**config.mk**
```make
export PLATFORM = sky130hd
export DESIGN_NAME = sem_bit_deserializer
export DESIGN_NICKNAME = d
export VERILOG_FILES = /design/src/rtl/sem_bit_deserializer.sv
export SDC_FILE = /design/constraint.sdc
export NUM_CORES = 1
export LEC_CHECK = 0
export CORE_ASPECT_RATIO = 0.75
export CORE_MARGIN = 3
export CORE_UTILIZATION = 53
export DETAILED_ROUTE_END_ITERATION = 7
export GPL_TIMING_DRIVEN = 0
export HOLD_SLACK_MARGIN = 0.12
export PLACE_DENSITY = 0.75
export SLEW_MARGIN = 40
export SYNTH_ARGS = -nofsm -noshare
export SYNTH_HDL_FRONTEND = slang
export SYNTH_SLANG_ARGS = --single-unit
```
**constraint.sdc**
```tcl
create_clock -name clk_s -period 3 [get_ports clk_s]
set_input_delay 0.6 -clock clk_s [delete_from_list [all_inputs] [get_ports clk_s]]
set_output_delay 0.6 -clock clk_s [all_outputs]
set_load 0.005 [all_outputs]
```
**src/rtl/sem_bit_deserializer.sv**
```systemverilog
// ---------------------------------------------------------------------------
// sem_bit_deserializer
//
// Receive-side endpoint of the single-bit semaphore link. Bits arriving on the
// B side of the semaphore connector are accepted through a valid/ready
// handshake. They are assembled LSB-first into WIDTH-bit words. Each completed
// word goes into a DEPTH-entry circular FIFO, which a byte-level consumer
// drains through a second valid/ready handshake.
//
// A full FIFO withdraws bit-side ready, so backpressure reaches the bit link
// and no bit is ever dropped.
//
// Ports:
//   clk_s             in   1               single clock, rising edge
//   rst_s             in   1               synchronous active-high reset
//   sema_valid_i_s_B  in   1               connector holds a bit
//   sema_data_i_s_B   in   1               bit value
//   sema_ready_o_s_B  out  1               bit accepted this cycle when valid
//   flush_i           in   1               discard the partially built word
//   byte_valid_o      out  1               FIFO head word available
//   byte_data_o       out  WIDTH           FIFO head word
//   byte_ready_i      in   1               consumer takes the head word
//   bit_cnt_o         out  $clog2(WIDTH)   bits collected in current word
//   fifo_level_o      out  $clog2(DEPTH)+1 words held in the FIFO
// ---------------------------------------------------------------------------
module sem_bit_deserializer #(
    parameter int WIDTH = 8,
    parameter int DEPTH = 2
) (
    input  logic                       clk_s,
    input  logic                       rst_s,
    input  logic                       sema_valid_i_s_B,
    input  logic                       sema_data_i_s_B,
    output logic                       sema_ready_o_s_B,
    input  logic                       flush_i,
    output logic                       byte_valid_o,
    output logic [WIDTH-1:0]           byte_data_o,
    input  logic                       byte_ready_i,
    output logic [$clog2(WIDTH)-1:0]   bit_cnt_o,
    output logic [$clog2(DEPTH):0]     fifo_level_o
);

    localparam int CNT_W = $clog2(WIDTH);
    localparam int PTR_W = $clog2(DEPTH);
    localparam int LVL_W = PTR_W + 1;

    localparam logic [CNT_W-1:0] CNT_ZERO  = {CNT_W{1'b0}};
    localparam logic [CNT_W-1:0] CNT_ONE   = CNT_W'(1);
    localparam logic [CNT_W-1:0] CNT_LAST  = CNT_W'(WIDTH - 1);
    localparam logic [PTR_W-1:0] PTR_ZERO  = {PTR_W{1'b0}};
    localparam logic [LVL_W-1:0] LVL_ZERO  = {LVL_W{1'b0}};
    localparam logic [LVL_W-1:0] LVL_ONE   = LVL_W'(1);
    localparam logic [LVL_W-1:0] LVL_FULL  = LVL_W'(DEPTH);
    localparam logic [WIDTH-1:0] WORD_ZERO = {WIDTH{1'b0}};

    // Pointer advance; DEPTH is a power of two, so natural overflow wraps.
    function automatic logic [PTR_W-1:0] ptr_inc(input logic [PTR_W-1:0] ptr);
        return ptr + PTR_W'(1);
    endfunction

    // The top bit of a word is never stored; it comes straight from the link
    // on the completing accept.
    logic [WIDTH-2:0] shift_r;
    logic [CNT_W-1:0] bit_cnt_r;
    logic [WIDTH-1:0] mem_r [DEPTH];
    logic [PTR_W-1:0] wr_ptr_r;
    logic [PTR_W-1:0] rd_ptr_r;
    logic [LVL_W-1:0] level_r;

    logic             ready_s;
    logic             bit_acc_s;
    logic             push_s;
    logic             pop_s;
    logic [WIDTH-1:0] push_word_s;

    // Handshake decode. Ready depends only on reset, flush and registered
    // level, never on sema_valid_i_s_B or byte_ready_i. A word push therefore
    // always finds a free slot.
    always_comb begin
        ready_s     = ~rst_s & ~flush_i & (level_r != LVL_FULL);
        bit_acc_s   = sema_valid_i_s_B & ready_s;
        push_s      = bit_acc_s & (bit_cnt_r == CNT_LAST);
        pop_s       = byte_ready_i & (level_r != LVL_ZERO);
        push_word_s = {sema_data_i_s_B, shift_r};
    end

    // Word assembly: LSB-first shift register and bit counter.
    always_ff @(posedge clk_s) begin
        if (rst_s) begin
            shift_r   <= {(WIDTH-1){1'b0}};
            bit_cnt_r <= CNT_ZERO;
        end else if (flush_i) begin
            shift_r   <= {(WIDTH-1){1'b0}};
            bit_cnt_r <= CNT_ZERO;
        end else if (bit_acc_s) begin
            if (bit_cnt_r == CNT_LAST) begin
                bit_cnt_r <= CNT_ZERO;
            end else begin
                shift_r[bit_cnt_r] <= sema_data_i_s_B;
                bit_cnt_r          <= bit_cnt_r + CNT_ONE;
            end
        end else begin
            bit_cnt_r <= bit_cnt_r;
        end
    end

    // Output FIFO: storage, pointers and level counter.
    always_ff @(posedge clk_s) begin
        if (rst_s) begin
            for (int i = 0; i < DEPTH; i++) begin
                mem_r[i] <= WORD_ZERO;
            end
            wr_ptr_r <= PTR_ZERO;
            rd_ptr_r <= PTR_ZERO;
            level_r  <= LVL_ZERO;
        end else begin
            if (push_s) begin
                mem_r[wr_ptr_r] <= push_word_s;
                wr_ptr_r        <= ptr_inc(wr_ptr_r);
            end else begin
                wr_ptr_r <= wr_ptr_r;
            end
            if (pop_s) begin
                rd_ptr_r <= ptr_inc(rd_ptr_r);
            end else begin
                rd_ptr_r <= rd_ptr_r;
            end
            // A simultaneous push and pop leaves the level unchanged.
            case ({push_s, pop_s})
                2'b10:   level_r <= level_r + LVL_ONE;
                2'b01:   level_r <= level_r - LVL_ONE;
                default: level_r <= level_r;
            endcase
        end
    end

    assign sema_ready_o_s_B = ready_s;
    assign byte_valid_o     = (level_r != LVL_ZERO);
    assign byte_data_o      = mem_r[rd_ptr_r];
    assign bit_cnt_o        = bit_cnt_r;
    assign fifo_level_o     = level_r;

endmodule
```
Word-level counts from Yosys, hierarchy flattened
Memories as Yosys holds them, arrays and structs flattened. A register that Yosys moved wholly into a read port is not among the register bits. Index checks and enable logic that the tools add are counted.

Output and inout bits: 15. Register bits: 14. Input bits: 6. RAM bits: 16. Memories: 1. Logic and storage cells: 46.

Memory list: mem_r (words 2, bits a word 8, rd ports 1, clocked after memory_dff 1, wr ports 2, line 65) `logic [WIDTH-1:0] mem_r [DEPTH];`.

Muxes and demuxes: 15. Order comparisons: 2. Eq/ne operators: 4. Bitwise operators: 8. Add/subtract/negate cells: 5. Reductions and logical operators: 6.

Operators with widths (count): 2-to-1 mux 1 bit (10); 2-to-1 mux 8 bit (1); OR reduction 8 bit (1); bitwise mux 7 bit (1); AND 1 bit (5); less-than comparator 3 x 4 -> 1 bit, second input constant (1); case mux 2 bit (2 select lines) (1); nonzero test 2 bit (2); adder 3 x 1 -> 3 bit, second input constant (1); demux 1 bit (select 3 bit) (1); == test 3 bit, second input constant (1); >= comparator 3 x 1 -> 1 bit, second input constant (1); 2-to-1 mux 3 bit (1); inverter 1 bit (3); adder 1 bit, second input constant (2); adder 2 x 1 -> 2 bit, second input constant (1); == test 2 x 1 -> 1 bit, second input constant (1); == test 2 bit, second input constant (1); != test 2 bit, second input constant (1); AND reduction 2 bit (1); OR reduction 2 bit (1); subtractor 2 x 1 -> 2 bit, second input constant (1); logical AND 1 bit (1).

Logic depth before layout (Yosys ltp)
Word-level depth: 10. Depth in mapped cells: 8. Gate-level depth less buffers: 8.

Worst setup path before layout
No wires, ideal clock.

Kind: input -> register. Start: in rst_s. End: reg level_r[1] (netlist: fifo_level_o[1]). Setup slack: 673 ps. Buffers on the path: 2. Stages: 7. Setup time: 70 ps. Arrival: 2257 ps. Required time: 2930 ps. Cells stage by stage: buf_6 -> or2_1 -> buf_6 -> or3_4 -> ha_1 -> or3_1 -> a21oi_1.

Longest elaborated chain between the ends: 7. Elaborated cells on any way between the ends: 9. Those cells by class: 2 x eq/ne; 1 x mux; 5 x bitwise; 1 x reduce/logical.

RTL lines: from (decl) (line 31) `input logic rst_s,`; inverter 1 bit (line 80) `ready_s = ~rst_s & ~flush_i & (level_r != LVL_FULL);`; AND 1 bit (2 in series) (line 80); AND 1 bit (line 81) `bit_acc_s = sema_valid_i_s_B & ready_s;`; AND 1 bit (line 82) `push_s = bit_acc_s & (bit_cnt_r == CNT_LAST);`; == test 2 x 1 -> 1 bit or == test 2 bit (tied branches) (line 129) `case ({push_s, pop_s})`; case mux 2 bit (2 select lines) or nonzero test 2 bit (tied branches); to (signal assigned) (line 130) `2'b10: level_r <= level_r + LVL_ONE;`; to (signal assigned) (line 131) `2'b01: level_r <= level_r - LVL_ONE;`; to (signal assigned) (line 132) `default: level_r <= level_r;`; to (decl) (line 68) `logic [LVL_W-1:0] level_r;`.

Parallel ways exist; a longest one is shown, timed or not. A chain may end at the register's enable or synchronous reset.

Worst setup path in the final report
Start: in flush_i. End: out sema_ready_o_s_B.

Longest elaborated chain between the ends: 3.

RTL lines: from (decl) (line 35) `input logic flush_i,`; inverter 1 bit (line 80); AND 1 bit (2 in series) (line 80); to (decl) (line 34) `output logic sema_ready_o_s_B,`.

Every way passes these cells.

==> summary.log <==
[grt] GR Overflow Total 0
[clock_tree] cells resized by post-CTS repair 0
[sta] final number of hold-violating endpoints 0
[pwr] ratio of total power to cell area 444.6 nW/um2
[sta] smallest setup slack after layout 0.3801 ns
[grt] vias in the first global route 1035
[clock_tree] hold buffer count at CTS 0
[die] die area 3491 um2
[synth] average size of a mapped cell 11.55 um2
[job] max cap viols 0
[layout] area taken by multi-input logic gates 664.4 um2
[detailed_routing] count of antenna-violating nets left after detailed routing 0
[synth] library cell occupying the most area in the post-synthesis netlist sky130_fd_sc_hd__edfxtp_1
[layout] Area Overhead vs Synth 20.82%
[clock_tree] Clock Tree Root sky130_fd_sc_hd__clkbuf_8
[pwr] static leakage 0.6972 nW
[pwr] Switching Share 21.32%
[pwr] Reg power frac 56.9%
[layout] fraction of final layout cells sized beyond drive strength 1 14.84%
[die] vertical extent of the die 51.92 um
[synth] net count of the mapped netlist 138
[pwr] combinational cell fraction of total power 5.6%
[worst_setup_path] CP arrival 2.02 ns
[detailed_routing] drt pass-1 iters 4
[sta] final slew viol count 0
[sta] fin crit share 87.33%
[pwr] clock power share 37.4%
[min_path] class of the worst hold path reg -> reg
[worst_setup_path] CP startpoint kind input pin
[detailed_routing] DR iter-0 viols 82
[die] cell row count 15
[clock_tree] clock tree from TritonCTS built
[min_path] HP Start shift_r[0]
[grt] initial antenna violation count 0
[worst_setup_path] capture point of the worst reg-to-reg path fifo_level_o[1]
[pwr] net switching power of the design 0.0001707 W
[sta] setup repair after global routing missed its margin false
[clock_tree] TritonCTS sink count 31
[layout] core occupancy in the finished layout 72.68%
[clock_tree] number of buffers on the longest clock path 2
[grt] first-pass GRT wire length 4767 um
[synth] Syn Inst Count 129
[worst_setup_path] Setup crit end kind output port
[grt] pin count of the biggest net entering global routing 11
[run_status] outcome finished, final reports clean
[worst_setup_path] Worst Setup SP flush_i
[synth] Synthesis Warnings 0
[synth] Async S/R FF share, synth 0%
[placement] post-DP HPWL 1944 um
[detailed_routing] sum of routed wire length over all layers 2772 um
[clock_tree] total number of H-tree levels 2
[detailed_routing] average routed wire per standard cell 14.67 um
[sta] Fmax 381.7 MHz
[placement] post-place setup slack 0.2594 ns
[die] die extent in x 67.23 um
[worst_setup_path] Critical Path Sink sema_ready_o_s_B
[worst_setup_path] Register-to-Register Path Depth 7
[synth] count of different cell masters after synthesis 33
[worst_setup_path] worst setup slack for register-to-register paths 0.54 ns
[worst_setup_path] kind of critical path in -> out
[pwr] internal power contribution 0.0006299 W
[worst_setup_path] required time of the worst setup path 2.40 ns
[sta] setup total negative slack 0 ns
[die] I/O pin cnt 21
[clock_tree] setup fix buffers added after clock tree synthesis 0
[die] Starting Density 60.15%
[pwr] worst vdd rail ir drop 0.3323 mV
[sta] min Tclk post-route 2.620 ns
[detailed_routing] total number of vias 1042
[sta] worst clock skew on the final layout 0.006648 ns
[worst_setup_path] biggest fanout along the worst timing path 8
[layout] total of fill cells in the finished design 182
[sta] measured slew at the worst slew-check pin 0.4678 ns
[clock_tree] Clock Latency Late Sink 0.28 ns
[layout] Antenna Diode Count 0
[synth] number of enable-type register cells in the synthesized netlist 16
[clock_tree] CTS clock-pin slew for the worst setup and hold paths 0.07 ns
[layout] register area 780.7 um2
[synth] most common flop cell mapped by yosys sky130_fd_sc_hd__edfxtp_1
[placement] routability-driven placement congestion ratio 0.8211
[grt] Global Route Usage Sum 19.10%
[sta] count of endpoints failing setup in the final report 0
[synth] part of the Yosys area used for sequential elements 52.39%
[placement] number of buffers added on ports 19
[sta] headroom to the max-slew limit 68.58%
[detailed_routing] DR vias/cell 5.513
[synth] Area contributors post-synth sky130_fd_sc_hd__edfxtp_1 (32%), sky130_fd_sc_hd__dfxtp_1 (20%), sky130_fd_sc_hd__and2_1 (6.3%)
[synth] post-synthesis sequential element count 31
[synth] Syn Std Cell Area 1490 um2
[detailed_routing] DRC errors left 0
[synth] share of the synthesized area in the top cell type 32.24%
[die] Core Box Area 2477 um2
[layout] net count reported at finish 164
[worst_setup_path] Reg-to-Reg Start bit_cnt_o[1]
[clock_tree] total CTS buffers 5
## kinds of logic after synthesis
| kind of cell | Yosys count | synth area share, % |
|---|---|---|
| compound gates | 9 | 3.862 |
| flops | 31 | 52.39 |
| xor+xnor | 3 | 1.764 |
| mux | 15 | 10.75 |
| simple gates | 60 | 25.69 |
| buf+inv | 8 | 3.022 |
| fa+ha+maj | 3 | 2.519 |
## power by group through the flow
stage	Combinational [W]	Clock (W)	Sequential, W
finish	0.0000452	0.000300	0.000456
global placement	0.0000443	0	0.000464
detailed placement	0.0000453	0	0.000465
CTS	0.0000456	0.000302	0.000456
floorplan	0.0000237	0	0.000464
global route	0.0000497	0.000325	0.000456
## synth_stat cells, types with 3 or more instances
library cell / n
sky130_fd_sc_hd__dfxtp_1: 15
sky130_fd_sc_hd__nand2_1: 10
sky130_fd_sc_hd__nand4_1: 10
sky130_fd_sc_hd__or2_1: 3
sky130_fd_sc_hd__clkbuf_1: 3
sky130_fd_sc_hd__and2_1: 15
sky130_fd_sc_hd__mux2i_1: 7
sky130_fd_sc_hd__a21oi_1: 3
sky130_fd_sc_hd__inv_1: 3
sky130_fd_sc_hd__mux2_2: 8
sky130_fd_sc_hd__ha_1: 3
sky130_fd_sc_hd__nor2_1: 6
sky130_fd_sc_hd__edfxtp_1: 16
## worst min path at each step
stage	to	slack (ns)	depth (start not counted)
4_1_cts	shift_r[0]	0.48	2
6_report	shift_r[0]	0.48	2
3_3_place_gp	shift_r[3]	0.45	2
2_1_floorplan	shift_r[0]	0.44	2
5_1_grt	shift_r[6]	0.49	2
3_5_place_dp	shift_r[1]	0.47	2
## sequential cells by signal, indices dropped and copies added (netlist names), named ones only
signal and count:
rd_ptr_r 1, wr_ptr_r 1, mem_r 16, fifo_level_o 2
bit_cnt_o 3, shift_r 7
## per-layer routing
metal  global-route usage, %  wire (um)  share of wire [%]
met4                   4.040         23               0.83
met1                   24.59       1285                 46
met2                   30.34       1297                 47
met3                   7.559        165                6.0
met5                       0          0                  0
## per-stage QoR
step / power [W] / cell area [um2] / cells / hold slack, ns
floorplan: 0.0004877 / 1490 / 129 / 0.4420
global placement: 0.0005086 / 1723 / 182 / 0.4549
detailed placement: 0.0005104 / 1723 / 182 / 0.4687
CTS: 0.0008039 / 1800 / 189 / 0.4780
global route: 0.0008311 / 1800 / 189 / 0.4871
finish: 0.0008005 / 1800 / 189 / 0.4760
## cell type report
class	count	area share [%]
multi-input cells	90	36.90
inverters	3	0.6254
flip-flops and latches	31	43.36
repair buffers	19	10.56
clock inverters	2	0.4864
clock buffers	5	3.822
well taps	34	2.363
plain buffers	5	1.876
## critical path, stage by stage
cell and delay (ns):
sky130_fd_sc_hd__clkdlybuf4s50_1 0.42, sky130_fd_sc_hd__or2_1 0.24, sky130_fd_sc_hd__buf_6 0.14, sky130_fd_sc_hd__nor2_1 0.10
sky130_fd_sc_hd__clkdlybuf4s50_1 0.51
## cells in the final DEF, fill, tap and decap left out, drive strengths merged
cell / synthesis / routed
nor3b: 2 / 2
edfxtp: 16 / 16
nor2: 7 / 7
and2: 15 / 15
nor3: 3 / 3
or2: 4 / 4
nor4: 2 / 2
and2b: 1 / 1
clkbuf: 3 / 8
dfxtp: 15 / 15
o211ai: 1 / 1
nor2b: 2 / 2
nand4: 10 / 10
nand2: 10 / 10
inv: 3 / 3
nand2b: 1 / 1
ha: 3 / 3
buf: 2 / 2
clkdlybuf4s50: 0 / 19
or3: 2 / 2
o21ai: 1 / 1
clkinv: 0 / 2
o31ai: 2 / 2
xnor2: 2 / 2
mux2: 8 / 8
and3b: 1 / 1
a21oi: 3 / 3
o21a: 1 / 1
mux2i: 7 / 7
xor2: 1 / 1
a21o: 1 / 1
Note: power is estimated with default switching activity, not from simulation.
